`config.mk`:
```
export PLATFORM = sky130hd
export DESIGN_NAME = mux_sel_pipe
export DESIGN_NICKNAME = d
export VERILOG_FILES = /design/src/rtl/mux_pkg.sv /design/src/rtl/rr_grant.sv /design/src/rtl/mux_sel_pipe.sv
export SDC_FILE = /design/constraint.sdc
export NUM_CORES = 1
export LEC_CHECK = 0
export CAP_MARGIN = 0
export CORE_MARGIN = 1.5
export CORE_UTILIZATION = 40
export CTS_CLUSTER_SIZE = 16
export DETAILED_ROUTE_END_ITERATION = 12
export GPL_TIMING_DRIVEN = 0
export HOLD_SLACK_MARGIN = 0.15
export PLACE_DENSITY_LB_ADDON = 0.08
export SETUP_SLACK_MARGIN = 0.3
export SKIP_CTS_REPAIR_TIMING = 1
export SYNTH_ARGS = -nofsm -noshare
export SYNTH_HDL_FRONTEND = slang
export SYNTH_HIERARCHICAL = 1
export SYNTH_SLANG_ARGS = --single-unit
export TNS_END_PERCENT = 1
```
`constraint.sdc`:
```
create_clock -name clk -period 3.8 [get_ports clk]
set_clock_uncertainty 0.2 [all_clocks]
set_input_delay 0.57 -clock clk [delete_from_list [all_inputs] [get_ports clk]]
set_output_delay 0.57 -clock clk [all_outputs]
set_load 0.02 [all_outputs]
```
`src/rtl/mux_pkg.sv`:
```
// Shared definitions for the selectable-source mux pipeline.
// Holds the mode encoding used on the mode input of mux_sel_pipe
// and rr_grant.
package mux_pkg;

  localparam logic MODE_FIXED = 1'b0;  // grant the channel named by sel
  localparam logic MODE_RR    = 1'b1;  // round-robin search after ptr

endpackage

```
`src/rtl/rr_grant.sv`:
```
// Grant generator for mux_sel_pipe.
// Produces a one-hot (or all-zero) grant over N requesters.
//   req   : per-channel request (in_valid)
//   ptr   : index of the most recently granted channel
//   mode  : MODE_FIXED or MODE_RR
//   sel   : channel select used in fixed mode (values >= N grant nothing)
//   grant : one-hot grant, zero when nothing is eligible
module rr_grant
  import mux_pkg::*;
#(
  parameter int N  = 4,
  parameter int SW = $clog2(N)
) (
  input  logic [N-1:0]  req,
  input  logic [SW-1:0] ptr,
  input  logic          mode,
  input  logic [SW-1:0] sel,
  output logic [N-1:0]  grant
);

  logic          found;
  logic [SW-1:0] idx;

  always_comb begin
    grant = '0;
    found = 1'b0;
    idx   = '0;
    if (mode == MODE_FIXED) begin
      // Comparing against every legal index means an out-of-range sel
      // simply matches nothing.
      for (int i = 0; i < N; i++) begin
        if (int'(sel) == i && req[i]) grant[i] = 1'b1;
      end
    end else begin
      // Search starts one past the last winner and wraps modulo N.
      for (int k = 1; k <= N; k++) begin
        idx = SW'((int'(ptr) + k) % N);
        if (!found && req[idx]) begin
          grant[idx] = 1'b1;
          found      = 1'b1;
        end
      end
    end
  end

endmodule

```
`src/rtl/mux_sel_pipe.sv`:
```
// N-to-1 selectable mux with a single registered output stage.
// A channel is chosen either by sel (fixed mode) or round-robin, and its
// word is captured into the output register with one cycle of latency.
// The stage reloads whenever it is empty or being drained, so it sustains
// one word per cycle.
//   clk, rst  : clock, asynchronous active-high reset
//   in_data   : N packed channels, channel i at [i*W +: W]
//   in_valid  : per-channel valid
//   in_ready  : per-channel ready (forced low during reset)
//   sel, mode : channel select and arbitration mode
//   out_data  : registered selected word
//   out_src   : registered source index of out_data
//   out_valid : output register holds a word
//   out_ready : downstream accepts the word
module mux_sel_pipe
  import mux_pkg::*;
#(
  parameter int N  = 4,
  parameter int W  = 8,
  parameter int SW = $clog2(N)
) (
  input  logic          clk,
  input  logic          rst,
  input  logic [N*W-1:0] in_data,
  input  logic [N-1:0]  in_valid,
  output logic [N-1:0]  in_ready,
  input  logic [SW-1:0] sel,
  input  logic          mode,
  output logic [W-1:0]  out_data,
  output logic [SW-1:0] out_src,
  output logic          out_valid,
  input  logic          out_ready
);

  logic [N-1:0]  grant;
  logic          load_en;
  logic          take_p0;
  logic [W-1:0]  data_p0;
  logic [SW-1:0] src_p0;
  logic [W-1:0]  data_p1;
  logic [SW-1:0] src_p1;
  logic          vld_p1;
  logic [SW-1:0] ptr;

  // ---- stage p0: arbitration and selection (combinational) ----
  rr_grant #(.N(N), .SW(SW)) u_grant (
    .req   (in_valid),
    .ptr   (ptr),
    .mode  (mode),
    .sel   (sel),
    .grant (grant)
  );

  assign load_en  = !vld_p1 || out_ready;
  // rst gating keeps ready low while the async reset is held, even though
  // the empty output stage would otherwise look loadable.
  assign in_ready = {N{load_en && !rst}} & grant;
  assign take_p0  = load_en && (|grant);

  always_comb begin
    data_p0 = '0;
    src_p0  = '0;
    for (int i = 0; i < N; i++) begin
      if (grant[i]) begin
        data_p0 = in_data[i*W +: W];
        src_p0  = SW'(i);
      end
    end
  end

  // ---- stage p1: output register ----
  always_ff @(posedge clk or posedge rst) begin
    if (rst) begin
      vld_p1  <= 1'b0;
      data_p1 <= '0;
      src_p1  <= '0;
      ptr     <= SW'(N - 1);
    end else if (load_en) begin
      vld_p1 <= take_p0;
      // Data and source only move on a real transfer; a bubble keeps them.
      if (take_p0) begin
        data_p1 <= data_p0;
        src_p1  <= src_p0;
        ptr     <= src_p0;
      end
    end
  end

  assign out_data  = data_p1;
  assign out_src   = src_p1;
  assign out_valid = vld_p1;

endmodule

```
# After elaboration in Yosys (flattened, before gate mapping)
# Cells that the tools add are included.
# totals
inputBits	42
word_cells	86
reg_bits	13
out_inout_bits	15
# classes
muxes	41
magnitude_cmp	8
reduce_logical	22
n_addsub	4
eq_ne	3
bitwise	4
# op_table
operator	count
2-to-1 mux 4 bit	8
2-to-1 mux 8 bit	4
2-to-1 mux 1 bit	19
logical AND 1 bit	13
< comparator 2 x 3 -> 1 bit (second input constant)	4
bitwise OR 4 bit	3
binary-select mux 1 bit (select 2 bit)	4
demux 1 bit (select 2 bit)	4
>= comparator 2 x 1 -> 1 bit (second input constant)	4
zero test 1 bit	5
adder 2 x 1 -> 2 bit (second input constant)	2
adder 2 bit (second input constant)	2
AND 4 bit	1
== test 2 bit (second input constant)	2
2-to-1 mux 2 bit	2
OR reduction 4 bit	1
== test 2 x 1 -> 1 bit (second input constant)	1
zero test 2 bit	1
AND reduction 2 bit	1
logical OR 1 bit	1

# Logic depth before layout (Yosys ltp)
# Gate-level depths: netlist of the first run.
# logic_depth
ltp_word	21
ltp_mapped	10

# Hierarchy
# The synthesis of the first run kept the hierarchy.
# by_module_without_submodules
mod	area_each_um2	n_inst	cells_per_inst
mux_sel_pipe	877.1	1	99
rr_grant	376.6	1	40

# Worst setup path after synthesis of the first run
# Ideal clock, no wire load.
# synth_timing
kind	reg-to-output
start	reg ptr[0]
end	out in_ready[2]
path_stages_with_launch	10
t_arrival_ns	2.839
n_path_buf	1
path_slack_ns	0.191
cell_sequence	dfstp_2 -> inv_1 -> ha_1 -> mux4_2 -> nor4b_4 -> nand2_1 -> a31oi_1 -> buf_2 -> inv_2 -> nor3_1
# synth_via
elab_chain_len	18
elab_cells_between_ends	56
cone_classes	add/sub: 4; order compare: 8; mux: 30; bitwise: 4; reduce/logical: 10
# synth_lines
element	line_no	rtl
start: declaration	mux_sel_pipe.sv:43	logic [SW-1:0] ptr;
start signal: assignment	mux_sel_pipe.sv:77	ptr <= SW'(N - 1);
start signal: assignment	mux_sel_pipe.sv:84	ptr <= src_p0;
parallel branches: the longest is 15 deep, another holds < comparator 2 x 3 -> 1 bit	-	
2-to-1 mux 4 bit *	rr_grant.sv:38	if (!found && req[idx]) begin
2-to-1 mux 4 bit *	rr_grant.sv:28	if (mode == MODE_FIXED) begin
named net grant[2]	mux_sel_pipe.sv:35	logic [N-1:0] grant;
AND 4 bit *	mux_sel_pipe.sv:57	assign in_ready = {N{load_en && !rst}} & grant;
end: declaration	mux_sel_pipe.sv:26	output logic [N-1:0] in_ready,
# Mark *: on every way through the listed nets, which the timed path passes. The select of a mux whose other input is x is not followed.

# Final worst setup path of the first run
# Same ends and word-level chain as after synthesis.

==> impl_results.md, run 1 <==
* Status: completed
* Clk slew on worst S/H paths at 80 ps
* Commonest cells after routing, fill and taps aside: clkdlybuf4s50_1, buf_4, nand2_1, inv_1, a31oi_1
* TritonCTS buffer count at 3
* RSZ-0062 raised after global routing: true
* Period utilisation layout at 97.8%
* Area of the die at 0.00348 mm²
* Cell taking the most area after synthesis: dfrtp_1
* CTS max path bufs at 2
* WS Path Type: register to output port
* Iteration-0 DRC Markers at 46
* Most common cell after layout, fill and taps aside: clkdlybuf4s50_1
* #FFs+latches synth at 13
* Final #Nets at 267
* Area occupied by multi-input gates at 930 µm²
* Mapped Avg Cell Area at 9.02 µm²
* Post-layout instance area at 0.00214 mm²
* DRC errors left at 0
* Part of the Yosys area used for sequential elements at 26.1%
* Pre-CTS WS at -756 ps
* Data arrival, critical path at 2940 ps
* Final Setup Violations at 0
* Die Ht at 59.0 µm
* Synth Instances at 139
* Top cells by area, synth: dfrtp_1, a31oi_1, ha_1
* CTS tree: yes
* LEAKAGE at 0.929 nW
* DR vias at 1437
* CP Launch Type: register
* DRT antenna net count at 0
* Die width at 59.0 µm
* Yosys top cell area share at 22.0%
* TritonRoute pass-1 iters at 4
* Clk sink count at 13
* Crit path max fanout at 5
* Routed WL at 4210 µm
* Highest clock rate at 269 MHz
* Max Cap Violations at 0
* Max IR drop VDD at 0.302 mV
* Pwr Density at 687 mW/mm²
* Yosys warns at 6
* Pin count of the biggest net entering global routing at 17
* Initial core utilization at 41.7%
* Filler Cells Inserted at 239
* Hold Fails Final Rpt at 0
* Total congestion overflow at 0
* Vias in the first global route at 1262
* RD Place Congestion at 0.794
* Slew HR at 61.2%
* Min-Delay Path Class: register to register
* First-pass GRT wire length at 5580 µm
* DP HPWL at 2830 µm
* Routed vias/inst at 5.77
* Core area at 0.00300 mm²
* Synthesized area at 0.00125 mm²
* Area grow syn2layout at 70.9%
* Routed wire per std cell at 16.9 µm
* Inserted Diodes at 0
* DP Area at 0.00186 mm²
* Worst skew pair latency at 270 ps
* GRT Overall Usage at 21.1%
* Final WS setup at 85.1 ps
* Final Critical Period at 3710 ps
* CTS root buffer: clkbuf_4
* Max-slew violations at 0
* H-tree Lvls at 1
* Critical Path Sink Type: output port
* Number of I/O pins at 57
* Required time of the critical path at 3030 ps
* Share of layout cells above drive strength 1 at 30.1%
* Site Rows at 20
* Yosys cell types at 29
* Antenna violations before repair at 0
* Syn_nets at 189
* FF+latch area at 328 µm²
* Tot Pwr at 1.47 mW
* Actual slew at the worst max-slew pin at 579 ps
* IO Port Bufs at 56
## critical path: stages (launching register included)
cell	delay, ps
dfstp_2	620
buf_6	150
mux4_2	550
and2b_2	280
a221oi_1	490
a31oi_4	170
buf_6	150
inv_2	50
nor3_2	40
buf_4	160
## metrics by stage
step                      hold WS [ps]  utilization (%)  setup TNS [ps]  std cells
after global placement             264             62.0           -1980        228
final                              282             71.3               0        249
after CTS                          293             62.8           -3390        232
after floorplan                    261                -               0        139
after global routing               316             71.3           -67.5        249
after detailed placement           275             62.0           -2560        228
## kinds of logic after synthesis
logic type / count (synthesis) / share of synthesized area, %
compound gates: 49 / 28.4
fa+ha+maj: 8 / 7.98
buf+inv: 22 / 7.68
flops: 13 / 26.1
mux: 4 / 7.78
simple gates: 43 / 22.0
## routing by layer
metal,up-vias,track usage [%],share of wire (%)
li1,675,-,-
met1,690,25.3,40
met2,66,38.3,51
met3,6,5.24,7.6
met4,0,3.90,1.2
met5,-,0,0
## state kept, by name, summed over array words and instances (netlist names)
register   flops
ptr            2
out_valid      1
out_src        2
out_data       8
## Yosys cell counts
cell type and n:
dfrtp_1 11, mux4_1 2, clkbuf_1 1, nor4b_4 2
nand2b_1 1, nor3b_2 1, a21o_1 2, a221oi_1 4
nor4_2 1, ha_1 8, buf_6 1, inv_2 1
a22o_1 8, mux4_2 2, a21oi_2 10, a21oi_1 8
and3_1 3, nand2_1 18, dfstp_2 2, a2111oi_0 1
buf_2 5, nand3b_1 8, nor2_1 5, a31oi_1 16
nor2b_1 1, or4_4 1, nor3_1 1, inv_1 14
and2b_2 1
## final cells by class
class	count	share of cell area (%)
Sequential cell	13	15.3
Multi-Input combinational cell	104	43.4
Timing Repair Buffer	73	32.5
Clock buffer	4	1.23
Inverter	15	2.86
Buffer	7	2.80
Tap cell	33	1.93
## final timing paths
check / from / end / slack, ps / cells past startpoint
max: ptr[0]$_DFFE_PP1P_ / in_ready[2] / 90 / 9
min: out_src[1]$_DFFE_PP0P_ / out_src[1]$_DFFE_PP0P_ / 280 / 1
max reg2reg: ptr[0]$_DFFE_PP1P_ / out_data[6]$_DFFE_PP0P_ / 190 / 9
min reg2reg: out_src[1]$_DFFE_PP0P_ / out_src[1]$_DFFE_PP0P_ / 280 / 1
max in group asynchronous: rst / out_data[3]$_DFFE_PP0P_ / 2520 / 2
min in group asynchronous: rst / out_valid$_DFFE_PP0P_ / 510 / 2
## power by group
part / switching, mW / total, mW / internal (mW)
clock: 0.0451 / 0.0858 / 0.0407
combinational: 0.548 / 1.11 / 0.557
sequential: 0.0655 / 0.281 / 0.215
Note: power is estimated with default switching activity, not from simulation.
==> run 2: changes to the inputs <==
- DONT_BUFFER_PORTS: unset -> 1
- GPL_TIMING_DRIVEN: 0 -> unset
==> impl_results.md, run 2 (synthesized netlist as in run 1, its figures left out) <==
* Highest clock rate at 284 MHz (+5.6%)
* Share of layout cells above drive strength 1 at 27.9% (-2.2 points)
* CTS root buffer: clkbuf_4
* Max-slew violations at 0 (unchanged)
* Site Rows at 20 (unchanged)
* CP Launch Type: register
* Crit path max fanout at 6 (+1)
* LEAKAGE at 0.586 nW (-37%)
* WS Path Type: register to output port
* Final Setup Violations at 0 (unchanged)
* Final Critical Period at 3520 ps (-196 ps)
* Area occupied by multi-input gates at 882 µm² (-5.1%)
* R2R setup slack at 310 ps (+120 ps)
* Final WS setup at 281 ps (+196 ps)
* FF+latch area at 328 µm² (unchanged)
* DP Area at 0.00131 mm² (-30%)
* Pin count of the biggest net entering global routing at 20 (+3)
* TritonCTS buffer count at 3 (unchanged)
* DP HPWL at 2330 µm (-18%)
* Worst skew pair latency at 270 ps (about the same)
* Routed vias/inst at 6.39 (+11%)
* Antenna violations before repair at 0 (unchanged)
* RD Place Congestion at 0.788 (-0.79%)
* IO Port Bufs at 0 (-100%)
* DRT antenna net count at 0 (unchanged)
* Initial core utilization at 41.7% (unchanged)
* DRC errors left at 0 (unchanged)
* Commonest cells after routing, fill and taps aside: nand2_1, a31oi_1, inv_1, dfrtp_1, a21oi_2
* Worst r2r dst: out_data[1]$_DFFE_PP0P_
* Area of the die at 0.00348 mm² (unchanged)
* Max IR drop VDD at 0.254 mV (-16%)
* Routed WL at 3180 µm (-24%)
* Die width at 59.0 µm (unchanged)
* Hold path start: in_data[5]
* First-pass GRT wire length at 4780 µm (-14%)
* Post-layout instance area at 0.00143 mm² (-33%)
* Crit Reg-Reg Startpoint: ptr[0]$_DFFE_PP1P_
* Max Cap Violations at 0 (unchanged)
* Core area at 0.00300 mm² (unchanged)
* Util after Layout at 47.5% (-24 points)
* Total congestion overflow at 0 (unchanged)
* Actual slew at the worst max-slew pin at 756 ps (+177 ps)
* H-tree Lvls at 1 (unchanged)
* Required time of the critical path at 3030 ps (about the same)
* Most common cell after layout, fill and taps aside: nand2_1
* Number of I/O pins at 57 (unchanged)
* Max FFs per register at 8 (unchanged)
* Clk slew on worst S/H paths at 80 ps (about the same)
* Pre-CTS WS at 170 ps (+926 ps)
* Hold Path Sink: out_data[5]$_DFFE_PP0P_
* CTS tree: yes
* RSZ-0062 raised after global routing: true
* CTS max path bufs at 2 (unchanged)
* R2R depth at 9 (unchanged)
* Inserted Diodes at 0 (unchanged)
* Critical Path Sink Type: output port
* Period utilisation layout at 92.6% (-5.2 points)
* Hold Fails Final Rpt at 0 (unchanged)
* Pwr Density at 778 mW/mm² (+13%)
* Min-Delay Path Class: input pin to register
* Iteration-0 DRC Markers at 41 (-11%)
* Routed wire per std cell at 17.7 µm (+4.6%)
* GRT Overall Usage at 17.7% (-3.4 points)
* Hold Path Cell Cnt at 2 (+1)
* Clk sink count at 13 (unchanged)
* Slew HR at 49.6% (-12 points)
* Data arrival, critical path at 2750 ps (-190 ps)
* Area grow syn2layout at 13.7%
* Die Ht at 59.0 µm (unchanged)
* DR vias at 1150 (-20%)
* Status: completed
* Vias in the first global route at 1090 (-14%)
* Final #Nets at 198 (-26%)
* TritonRoute pass-1 iters at 4 (unchanged)
* Filler Cells Inserted at 273 (+14%)
[run 2: cell type report]
type | instances | share of cell area (%)
clock buffers | 4 | 1.84
inverters | 15 | 4.13
multi-input cells | 104 | 61.9
flip-flops and latches | 13 | 23.0
well taps | 33 | 2.90
repair buffers | 11 | 6.23
[run 2: critical path, cell delays in order, from the launching register on]
cell and delay [ps]:
dfstp_2 610, buf_6 140, mux4_2 570, and2b_2 260, a221oi_1 420, a31oi_4 180, inv_2 90, nor3_2 40
buf_4 160
[run 2: worst max-delay path by stage]
stage                                   from                       to  slack (ps)  cells past startpoint
final                     ptr[0]$_DFFE_PP1P_              in_ready[2]         280                      8
after global routing      ptr[0]$_DFFE_PP1P_              in_ready[2]         180                      8
after CTS                 ptr[0]$_DFFE_PP1P_              in_ready[0]         -40                      7
after detailed placement  ptr[0]$_DFFE_PP1P_  out_data[1]$_DFFE_PP0P_         170                     10
after global placement    ptr[0]$_DFFE_PP1P_  out_data[1]$_DFFE_PP0P_         230                     10
after floorplan           ptr[0]$_DFFE_PP1P_              in_ready[1]         240                      8
[run 2: per-layer routing]
layer / part of all wire, % / track usage [%] / up-vias
met5: 0 / 0 / -
met4: 0.72 / 1.95 / 0
met3: 5.6 / 5.02 / 6
met2: 49 / 31.0 / 48
met1: 45 / 22.4 / 562
li1: - / - / 534
[run 2: report_power, final]
part           switching [mW]  leakage (nW)  internal, mW  total [mW]
combinational           0.356         0.428         0.315       0.671
clock                  0.0464        0.0150        0.0407      0.0871
sequential              0.137         0.143         0.214       0.351
total                   0.539         0.586         0.570        1.11
[run 2: per-stage QoR]
stage               hold WS [ps]  TNS (ps)  total power, mW  cells
global placement             342         0            0.926    170
finish                       237         0             1.11    180
global route                 208         0             1.20    180
floorplan                    261         0            0.818    139
CTS                         45.7     -79.5             1.02    174
detailed placement           352         0            0.936    170
==> run 3: changes to the inputs <==
- CTS_CLUSTER_DIAMETER: unset -> 40
==> results of run 3 <==
The final DEF is identical to that of run 2; final timing and power are the same.
